## config.mk

```make
export PLATFORM = sky130hd
export DESIGN_NAME = dmem_arbiter_flat
export DESIGN_NICKNAME = d
export VERILOG_FILES = /design/src/rtl/dmem_arb_pkg.sv /design/src/rtl/dmem_arbiter_if.sv /design/src/rtl/dmem_arbiter_rr_arb2.sv /design/src/rtl/dmem_arbiter.sv /design/src/flat_wrapper.sv
export SDC_FILE = /design/constraint.sdc
export NUM_CORES = 1
export LEC_CHECK = 0
export ABC_CLOCK_PERIOD_IN_PS = 1800
export BUFFER_PORTS_ARGS = -buffer_cell sky130_fd_sc_hd__buf_2
export CAP_MARGIN = 20
export CORE_AREA = 10 10 645 647
export DETAILED_ROUTE_END_ITERATION = 10
export DIE_AREA = 0 0 655 657
export RECOVER_POWER = 50
export SYNTH_ARGS = -nofsm -noshare
export SYNTH_HDL_FRONTEND = slang
export SYNTH_HIERARCHICAL = 1
export SYNTH_SLANG_ARGS = --single-unit
```

## constraint.sdc

```tcl
create_clock -name clk -period 1.8 [get_ports clk]
set_input_delay 0.09 -clock clk [delete_from_list [all_inputs] [get_ports clk]]
set_output_delay 0.09 -clock clk [all_outputs]
set_load 0.01 [all_outputs]
```

## src/rtl/dmem_arb_pkg.sv

```systemverilog
// rtl/dmem_arb_pkg.sv - shared types and widths for the data-memory arbiter
package dmem_arb_pkg;

  localparam int ADDR_W        = 32;
  localparam int SDATA_W       = 16;
  localparam int VDATA_W       = 256;
  localparam int DEF_BURST_MAX = 8;

  typedef enum logic {ARB = 1'b0, HOST_LOCK = 1'b1} arb_state_t;

  typedef enum logic {CORE = 1'b0, HOST = 1'b1} req_id_t;

  typedef struct packed {
    logic               we;
    logic               vec;
    logic [ADDR_W-1:0]  addr;
    logic [VDATA_W-1:0] wdata;
  } mem_req_t;

endpackage

```

## src/rtl/dmem_arbiter_if.sv

```systemverilog
// rtl/dmem_arbiter_if.sv - core/host request ports and dual-port memory bus of the arbiter
interface dmem_arbiter_if import dmem_arb_pkg::*; ();

  logic               core_req, core_we, core_vec;
  logic [ADDR_W-1:0]  core_addr;
  logic [VDATA_W-1:0] core_wdata;
  logic               core_gnt, core_rvalid, core_stall;
  logic [VDATA_W-1:0] core_rdata;

  logic               host_req, host_we, host_vec, host_last;
  logic [ADDR_W-1:0]  host_addr;
  logic [VDATA_W-1:0] host_wdata;
  logic               host_gnt, host_rvalid;
  logic [VDATA_W-1:0] host_rdata;

  logic               mem_we, mem_src_sel;
  logic [ADDR_W-1:0]  mem_addr;
  logic [SDATA_W-1:0] mem_wdata_a;
  logic [VDATA_W-1:0] mem_wdata_b;
  logic [SDATA_W-1:0] mem_q_a;
  logic [VDATA_W-1:0] mem_q_b;

  modport slave (
    input  core_req, core_we, core_vec, core_addr, core_wdata,
    input  host_req, host_we, host_vec, host_last, host_addr, host_wdata,
    input  mem_q_a, mem_q_b,
    output core_gnt, core_rvalid, core_rdata, core_stall,
    output host_gnt, host_rvalid, host_rdata,
    output mem_we, mem_src_sel, mem_addr, mem_wdata_a, mem_wdata_b
  );

  modport master (
    output core_req, core_we, core_vec, core_addr, core_wdata,
    output host_req, host_we, host_vec, host_last, host_addr, host_wdata,
    output mem_q_a, mem_q_b,
    input  core_gnt, core_rvalid, core_rdata, core_stall,
    input  host_gnt, host_rvalid, host_rdata,
    input  mem_we, mem_src_sel, mem_addr, mem_wdata_a, mem_wdata_b
  );

endinterface

```

## src/rtl/dmem_arbiter_rr_arb2.sv

```systemverilog
// rtl/dmem_arbiter_rr_arb2.sv - two-way round-robin pick; bit 0 = core, bit 1 = host
module rr_arb2 import dmem_arb_pkg::*; (
  input  logic [1:0] req,
  input  req_id_t    last,
  output logic [1:0] gnt
);

  always_comb begin
    gnt = 2'b00;
    case (req)
      2'b01:   gnt = 2'b01;
      2'b10:   gnt = 2'b10;
      2'b11:   gnt = (last == HOST) ? 2'b01 : 2'b10;
      default: gnt = 2'b00;
    endcase
  end

endmodule

```

## src/rtl/dmem_arbiter.sv

```systemverilog
// rtl/dmem_arbiter.sv - core/host arbiter for the shared data memory; host burst lock under DMEM_ARB_BURST_EN
module dmem_arbiter import dmem_arb_pkg::*; #(
  parameter int unsigned BURST_MAX = DEF_BURST_MAX
) (
  input  logic           clk,
  input  logic           reset,
  dmem_arbiter_if.slave  bus
);

  localparam int CNT_W = $clog2(BURST_MAX + 1);

  logic [1:0]         pick;
  logic               lock;
  logic               core_gnt, host_gnt;
  req_id_t            last_q;
  mem_req_t           core_r, host_r, sel;
  logic               rd_valid;
  req_id_t            rd_id;
  logic               rd_vec;
  logic [VDATA_W-1:0] rd_word;

  assign core_r = '{we: bus.core_we, vec: bus.core_vec, addr: bus.core_addr, wdata: bus.core_wdata};
  assign host_r = '{we: bus.host_we, vec: bus.host_vec, addr: bus.host_addr, wdata: bus.host_wdata};

  // While the host holds a burst the core is masked out of the pick entirely.
  rr_arb2 u_rr (
    .req  ({bus.host_req, bus.core_req & ~lock}),
    .last (last_q),
    .gnt  (pick)
  );

  assign core_gnt = pick[0] & reset;
  assign host_gnt = pick[1] & reset;

  always_comb begin
    sel = '0;
    if (host_gnt)      sel = host_r;
    else if (core_gnt) sel = core_r;
  end

  assign bus.core_gnt    = core_gnt;
  assign bus.host_gnt    = host_gnt;
  assign bus.core_stall  = bus.core_req & ~core_gnt;
  assign bus.mem_we      = sel.we;
  assign bus.mem_src_sel = sel.vec;
  assign bus.mem_addr    = sel.addr;
  assign bus.mem_wdata_a = sel.wdata[SDATA_W-1:0];
  assign bus.mem_wdata_b = sel.wdata;

  always_ff @(posedge clk or negedge reset) begin
    if (!reset) begin
      last_q   <= HOST;
      rd_valid <= 1'b0;
      rd_id    <= CORE;
      rd_vec   <= 1'b0;
    end else begin
      if (core_gnt || host_gnt) last_q <= host_gnt ? HOST : CORE;
      rd_valid <= (core_gnt || host_gnt) && !sel.we;
      rd_id    <= host_gnt ? HOST : CORE;
      rd_vec   <= sel.vec;
    end
  end

  // The memory registers its output, so q is valid in the cycle after the grant.
  assign rd_word        = rd_vec ? bus.mem_q_b : {{(VDATA_W-SDATA_W){1'b0}}, bus.mem_q_a};
  assign bus.core_rvalid = rd_valid && (rd_id == CORE);
  assign bus.host_rvalid = rd_valid && (rd_id == HOST);
  assign bus.core_rdata  = bus.core_rvalid ? rd_word : '0;
  assign bus.host_rdata  = bus.host_rvalid ? rd_word : '0;

`ifdef DMEM_ARB_BURST_EN
  arb_state_t       state_q, state_d;
  logic [CNT_W-1:0] beat_q, beat_d;

  always_ff @(posedge clk or negedge reset) begin
    if (!reset) begin
      state_q <= ARB;
      beat_q  <= '0;
    end else begin
      state_q <= state_d;
      beat_q  <= beat_d;
    end
  end

  always_comb begin
    state_d = state_q;
    beat_d  = beat_q;
    case (state_q)
      ARB: begin
        if (host_gnt && !bus.host_last) begin
          state_d = HOST_LOCK;
          beat_d  = CNT_W'(1);
        end
      end
      HOST_LOCK: begin
        if (host_gnt) begin
          if (bus.host_last || beat_q == CNT_W'(BURST_MAX - 1)) begin
            state_d = ARB;
            beat_d  = '0;
          end else begin
            beat_d = beat_q + CNT_W'(1);
          end
        end
      end
      default: state_d = ARB;
    endcase
  end

  assign lock = (state_q == HOST_LOCK);
`else
  assign lock = 1'b0;
`endif

endmodule

```

## src/flat_wrapper.sv

```systemverilog
// flat-port wrapper written by rule: the top's interface ports become plain ports
module dmem_arbiter_flat import dmem_arb_pkg::*;
#(
  parameter int unsigned BURST_MAX = DEF_BURST_MAX
)
  (clk, reset, bus_core_req, bus_core_we, bus_core_vec, bus_core_addr, bus_core_wdata, bus_host_req, bus_host_we, bus_host_vec, bus_host_last, bus_host_addr, bus_host_wdata, bus_mem_q_a, bus_mem_q_b, bus_core_gnt, bus_core_rvalid, bus_core_rdata, bus_core_stall, bus_host_gnt, bus_host_rvalid, bus_host_rdata, bus_mem_we, bus_mem_src_sel, bus_mem_addr, bus_mem_wdata_a, bus_mem_wdata_b);
  dmem_arbiter_if bus_i ();
  input  logic clk;
  input  logic reset;
  input wire logic [$bits(bus_i.core_req)-1:0] bus_core_req;
  input wire logic [$bits(bus_i.core_we)-1:0] bus_core_we;
  input wire logic [$bits(bus_i.core_vec)-1:0] bus_core_vec;
  input wire logic [$bits(bus_i.core_addr)-1:0] bus_core_addr;
  input wire logic [$bits(bus_i.core_wdata)-1:0] bus_core_wdata;
  input wire logic [$bits(bus_i.host_req)-1:0] bus_host_req;
  input wire logic [$bits(bus_i.host_we)-1:0] bus_host_we;
  input wire logic [$bits(bus_i.host_vec)-1:0] bus_host_vec;
  input wire logic [$bits(bus_i.host_last)-1:0] bus_host_last;
  input wire logic [$bits(bus_i.host_addr)-1:0] bus_host_addr;
  input wire logic [$bits(bus_i.host_wdata)-1:0] bus_host_wdata;
  input wire logic [$bits(bus_i.mem_q_a)-1:0] bus_mem_q_a;
  input wire logic [$bits(bus_i.mem_q_b)-1:0] bus_mem_q_b;
  output wire logic [$bits(bus_i.core_gnt)-1:0] bus_core_gnt;
  output wire logic [$bits(bus_i.core_rvalid)-1:0] bus_core_rvalid;
  output wire logic [$bits(bus_i.core_rdata)-1:0] bus_core_rdata;
  output wire logic [$bits(bus_i.core_stall)-1:0] bus_core_stall;
  output wire logic [$bits(bus_i.host_gnt)-1:0] bus_host_gnt;
  output wire logic [$bits(bus_i.host_rvalid)-1:0] bus_host_rvalid;
  output wire logic [$bits(bus_i.host_rdata)-1:0] bus_host_rdata;
  output wire logic [$bits(bus_i.mem_we)-1:0] bus_mem_we;
  output wire logic [$bits(bus_i.mem_src_sel)-1:0] bus_mem_src_sel;
  output wire logic [$bits(bus_i.mem_addr)-1:0] bus_mem_addr;
  output wire logic [$bits(bus_i.mem_wdata_a)-1:0] bus_mem_wdata_a;
  output wire logic [$bits(bus_i.mem_wdata_b)-1:0] bus_mem_wdata_b;
  assign bus_i.core_req = bus_core_req;
  assign bus_i.core_we = bus_core_we;
  assign bus_i.core_vec = bus_core_vec;
  assign bus_i.core_addr = bus_core_addr;
  assign bus_i.core_wdata = bus_core_wdata;
  assign bus_i.host_req = bus_host_req;
  assign bus_i.host_we = bus_host_we;
  assign bus_i.host_vec = bus_host_vec;
  assign bus_i.host_last = bus_host_last;
  assign bus_i.host_addr = bus_host_addr;
  assign bus_i.host_wdata = bus_host_wdata;
  assign bus_i.mem_q_a = bus_mem_q_a;
  assign bus_i.mem_q_b = bus_mem_q_b;
  assign bus_core_gnt = bus_i.core_gnt;
  assign bus_core_rvalid = bus_i.core_rvalid;
  assign bus_core_rdata = bus_i.core_rdata;
  assign bus_core_stall = bus_i.core_stall;
  assign bus_host_gnt = bus_i.host_gnt;
  assign bus_host_rvalid = bus_i.host_rvalid;
  assign bus_host_rdata = bus_i.host_rdata;
  assign bus_mem_we = bus_i.mem_we;
  assign bus_mem_src_sel = bus_i.mem_src_sel;
  assign bus_mem_addr = bus_i.mem_addr;
  assign bus_mem_wdata_a = bus_i.mem_wdata_a;
  assign bus_mem_wdata_b = bus_i.mem_wdata_b;
  dmem_arbiter #(.BURST_MAX(BURST_MAX)) u_core (.clk(clk), .reset(reset), .bus(bus_i));
endmodule
```

# Word level (Yosys, flattened, before mapping)
# Index checks and enable logic that the tools add are counted.
# totals
word_cells,25
regBits,4
out_inout_bits,823
in_bits,857
rom_bits,0
n_memories,0
ram_bits,0
latch_bits,0
# classes
n_div,0
n_mul,0
n_addsub,0
n_bitwise,5
eq_ne,3
reduce_logical,5
mux,8
n_shift,0
magnitude_cmp,0
# op_table
op,count
$mux W256,3
$mux W290,2
$pmux W2 S3,1
$eq A2 B2 Y1 const B,2
$and A1 B1 Y1,3
$logic_and A1 B1 Y1,3
$eq A2 B1 Y1 const B,1
$mux W2,1
$not A1 Y1,2
$logic_not A1 Y1,1
$logic_or A1 B1 Y1,1
$mux W1,1

# Logic depth before layout (Yosys ltp)
# logic_depth
depth_word,7
ltp_mapped,8
ltp_nobuf,5

# Hierarchy
# Netlist, hierarchy kept.
# by_module_without_submodules
mod,instances,cells_each,area_each_um2,seq_area_each_um2
dmem_arbiter,1,1270,7552.2,101.3
rr_arb2,1,3,18.8,0.0

# Worst setup path before layout
# Ideal clock, no wire load.
# synth_path
kind,reg-to-output
start,register u_core.last_q
end,output port bus_mem_wdata_b[9]
stages_incl_launch_ff,9
t_arrival_ps,1581
n_path_buf,3
required_time_ps,1710
setup_slack_ps,129
cell_sequence,dfstp_2 -> inv_1 -> a21boi_1 -> nand2_1 -> inv_1 -> buf_6 -> clkbuf_8 -> a32o_1 -> buf_4
# synth_between
elab_chain_cells,5
elab_cells_between_ends,6
cone_classes,mux: 4; bitwise: 2
# synth_lines
element,line_no,source
from (decl),dmem_arbiter.sv:15,req_id_t last_q;
from (signal assigned),dmem_arbiter.sv:57,if (core_gnt || host_gnt) last_q <= host_gnt ? HOST : CORE;
$mux W2,dmem_arbiter_rr_arb2.sv:13,2'b11: gnt = (last == HOST) ? 2'b01 : 2'b10;
$pmux W2 S3,dmem_arbiter_rr_arb2.sv:10,case (req)
named net u_core.pick[0],dmem_arbiter.sv:12,logic [1:0] pick;
$and A1 B1 Y1,dmem_arbiter.sv:32,assign core_gnt = pick[0] & reset;
$mux W290,dmem_arbiter.sv:38,else if (core_gnt) sel = core_r;
$mux W290,dmem_arbiter.sv:37,if (host_gnt) sel = host_r;
to (decl),flat_wrapper.sv:34,output wire logic [$bits(bus_i.mem_wdata_b)-1:0] bus_mem_wdata_b;
# The timed path passes the listed nets, and every way through them passes these cells.

# Worst setup path after layout
# layout_path
start,register u_core.last_q
end,output port bus_mem_addr[21]
# layout_between
elab_chain_cells,5
elab_cells_between_ends,6
cone_classes,mux: 4; bitwise: 2
# layout_lines
element,line_no,source
$mux W2,dmem_arbiter_rr_arb2.sv:13,
$pmux W2 S3,dmem_arbiter_rr_arb2.sv:10,
named net u_core.pick[0],dmem_arbiter.sv:12,
$and A1 B1 Y1,dmem_arbiter.sv:32,
$mux W290,dmem_arbiter.sv:38,
$mux W290,dmem_arbiter.sv:37,
to (decl),flat_wrapper.sv:32,output wire logic [$bits(bus_i.mem_addr)-1:0] bus_mem_addr;
# The timed path passes the listed nets, and every way through them passes these cells.

==> results.md <==
- DR WL/cell: 54.2 um
- WP data required: 1.71 ns
- Worst-case reg-to-reg path depth: 7
- Fin. Hold Viols: 0
- H-tree Lvls: 1
- Max Freq: between 0.4 and 0.5 GHz
- Final nets: 3,820
- ANT nets after route: 0
- Initial DRT Pass Iterations: 5
- Syn Inst Count: between 1,000 and 1,500
- Sw frac: 55.3%
- Mapped Area: 7570 um2
- Slew headroom: 69.9%
- Die width: roughly 660 um
- Worst reg2reg endpoint: u_core/rd_vec
- Commonest cells post-synth: nor2_1 (508), a32o_1 (290), nand2_1 (242)
- Area grow syn2layout: 292%
- Hold path depth: 2
- Setup Viol. Count Final: 743
- Part of the power in registers: 1.5%
- Yosys top cell area share: 38.3%
- Initial antenna violation count: between 600 and 700
- CTS tree: built
- Global route overflow: 0
- Most frequent cell after synthesis: nor2_1
- Worst r2r src: u_core/last_q
- Die height: approximately 660 um
- Multi-input logic area: 6520 um2
- I/O pins: 1,680
- P_sw: approximately 4.5 mW
- Internal power: 3.65 mW
- # fillers: 47,492
- Max-cap viol count: 0
- Pwr dens: 275 nW/um2
- Register area: 105 um2
- Outcome: finished with violations
- Vias per std cell: 2.64
- Via count: approximately 23,000
- Min Tclk post-route: between 2 and 2.5 ns
- Largest net degree at the start of global routing: 64
- Comb pwr share: 94.1%
- Syn avg cell area: 5.95 um2
- Max IR drop VDD: around 0.23 mV
- Fin Clk Skew: 0.000313 ns
- #FFs+latches synth: 4
- Cells after DPL: around 8,200
- Post-synthesis async set-or-reset flop share: 100%
- Dominant synthesized flop cell: dfrtp_1
- Critical path launch point type: register
- Hold Crit Endpoint: u_core/rd_valid
- DRT Wirelength: 463 mm
- Starting Density: 1.88%
- Crit share post-route: 120%
- CP endpoint kind: output port
- Clk pin slew, worst setup/hold paths: 0.03 ns
- Crit-path slowest cell: dfstp_2
- CP peak stage delay: 0.56 ns
- Total GRT Usage: 20.4%
- Least-Margin Pin Slew: 0.450 ns
- DP Wirelength: roughly 440 mm
- Critical path cell sequence: inv_2, a21boi_2, nand2_4, clkinv_16, buf_16, buf_12, clkbuf_16, a32o_2, buf_6
- Core area: 402,000 um2
- Clock sink count: 4
- RSZ-0062 raised after global routing: yes
- Num CTS Buffers: 3
- Number of synthesized flops with an enable pin: 0
- HP Class: input port to register
- Sequential-to-total area share from yosys stat: approximately 1.3%
- Clock power share: 4.5%
- DR iter-0 viols: 1,982
- Critical Path AT: about 2.1 ns
- Worst setup margin: -0.369 ns
- # DRC: 0
- Clock Tree Buf Depth: 2
- Reg2Reg Setup Slack: 0.12 ns
- Cell Count, Final, Fillers Out: 8,537
- IO Port Bufs: 1,678
- Ranking of synthesized cells by area: a32o_1 (38%), nor2_1 (25%), nand2_1 (12%)
- Cell variety after synth: 21
- Crit Path Class: register to output port
- DP Worst Slack: -0.660 ns
- Worst-skew pair later-pin latency: ~0.23 ns
- Rows: around 230
- Synth Warn #: 6
- Slew Viols, Final: 0
- First-pass GRT wire length: 504 mm
- Number of global-route vias before repair: between 15,000 and 20,000
- Hold Crit Start: bus_host_we
- GPL Wtd Cong: 1.15
- Clk root buf: clkbuf_16
- CP max FO: 8
- Failing checks: negative setup slack
- Largest area contributor in the netlist: a32o_1
- Share of layout cells above drive strength 1: 70.2%
- Post-Syn Nets: 2,130
- Die area: 430,000 um2
- Leakage: 12.4 nW
## how the worst max path moves through the flow
stage	from	end	slack (ns)	cells after the start
after floorplan	u_core/last_q	bus_mem_wdata_b[9]	0.13	8
after global placement	u_core/rd_vec	bus_core_rdata[0]	-0.67	4
after detailed placement	u_core/rd_vec	bus_core_rdata[0]	-0.66	4
after CTS	u_core/last_q	bus_mem_wdata_b[201]	-0.36	9
after global routing	u_core/last_q	bus_mem_wdata_b[192]	-0.40	9
final	u_core/last_q	bus_mem_addr[21]	-0.37	9
## power by group through the flow
| stage | Combinational (mW) | Clock, mW | Sequential, mW |
|---|---|---|---|
| after floorplan | 2.01 | 0 | 0.109 |
| final | 7.67 | 0.363 | 0.119 |
| after detailed placement | 6.55 | 0 | 0.138 |
| after global placement | 6.50 | 0 | 0.137 |
| after global routing | 7.96 | 0.379 | 0.120 |
| after CTS | 7.55 | 0.367 | 0.119 |
## cell usage in the layout, fill, tap and decap left out, drive strengths merged
cell         instances
a21boi               2
a21o                 1
a32o               290
and2                 1
and4                 2
buf               1868
bufbuf               3
clkbuf              13
clkinv               2
dfrtp                3
dfstp                1
diode              288
dlygate4sd3          1
inv                  5
mux2i               16
nand2              242
nand2b               1
nor2               508
nor3b                2
o32ai                1
## final cells by class
cell class | count | share of cell area (%)
inverter | 6 | 0.215
multi-input combinational | 1066 | 22.0
timing repair inverter | 1 | 0.101
tap | 5287 | 22.3
timing repair buffer | 1881 | 52.4
antenna | 288 | 2.43
sequential | 4 | 0.354
clock buffer | 4 | 0.266
## registers in the layout, indices dropped and copies added (netlist names)
signal / cells
u_core/rd_vec: 1
u_core/last_q: 1
u_core/rd_id: 1
u_core/rd_valid: 1
## layer usage
layer / part of all wire [%] / wire length, um / up-vias / global-route usage [%]
met4: 3.9 / 18200 / 266 / 5.89
met2: 52 / 241000 / 2584 / 38.5
met1: 29 / 134000 / 10224 / 17.0
met5: 0.38 / 1750 / - / 0
li1: - / - / 8286 / -
met3: 14 / 67100 / 1213 / 13.7
## worst max-delay path: cells and delay by family, from the launching register on
kind / cells / cell delay [ns]
buf+inv: 6 / 0.74
compound gates: 2 / 0.39
simple gates: 1 / 0.14
flops: 1 / 0.56
## repair_timing
item	CTS	global route
pin swaps	77	42
gates cloned	19	6
hold buffers	1	0
endpoints found under the setup margin	782	787
hold endpoints to repair	3	0
buffers inserted	30	11
resized for setup	411	183
## metrics by stage
stage | utilization (%) | area (um2) | TNS (ns) | hold WS, ns | total power [mW]
final | 7.37 | 29700 | -132.37 | 0.100 | 8.16
after global routing | 7.30 | 29400 | -178.47 | 0.0997 | 8.46
after CTS | 7.06 | 28400 | -150.44 | 0.0956 | 8.03
after detailed placement | 6.48 | 26100 | -73.25 | 0.0340 | 6.69
after global placement | 6.48 | 26100 | -67.71 | 0.0366 | 6.64
after floorplan | - | 7570 | 0 | -0.206 | 2.12
## kinds of logic after synthesis
group                  Yosys count  share of synthesized area, %
and+or+nand+nor                756                          37.8
AOI/OAI and AO/OA              294                          38.8
buffers and inverters          203                          20.0
muxes                           16                          2.12
DFF                              4                          1.34
(Power assumes the default switching activity.)
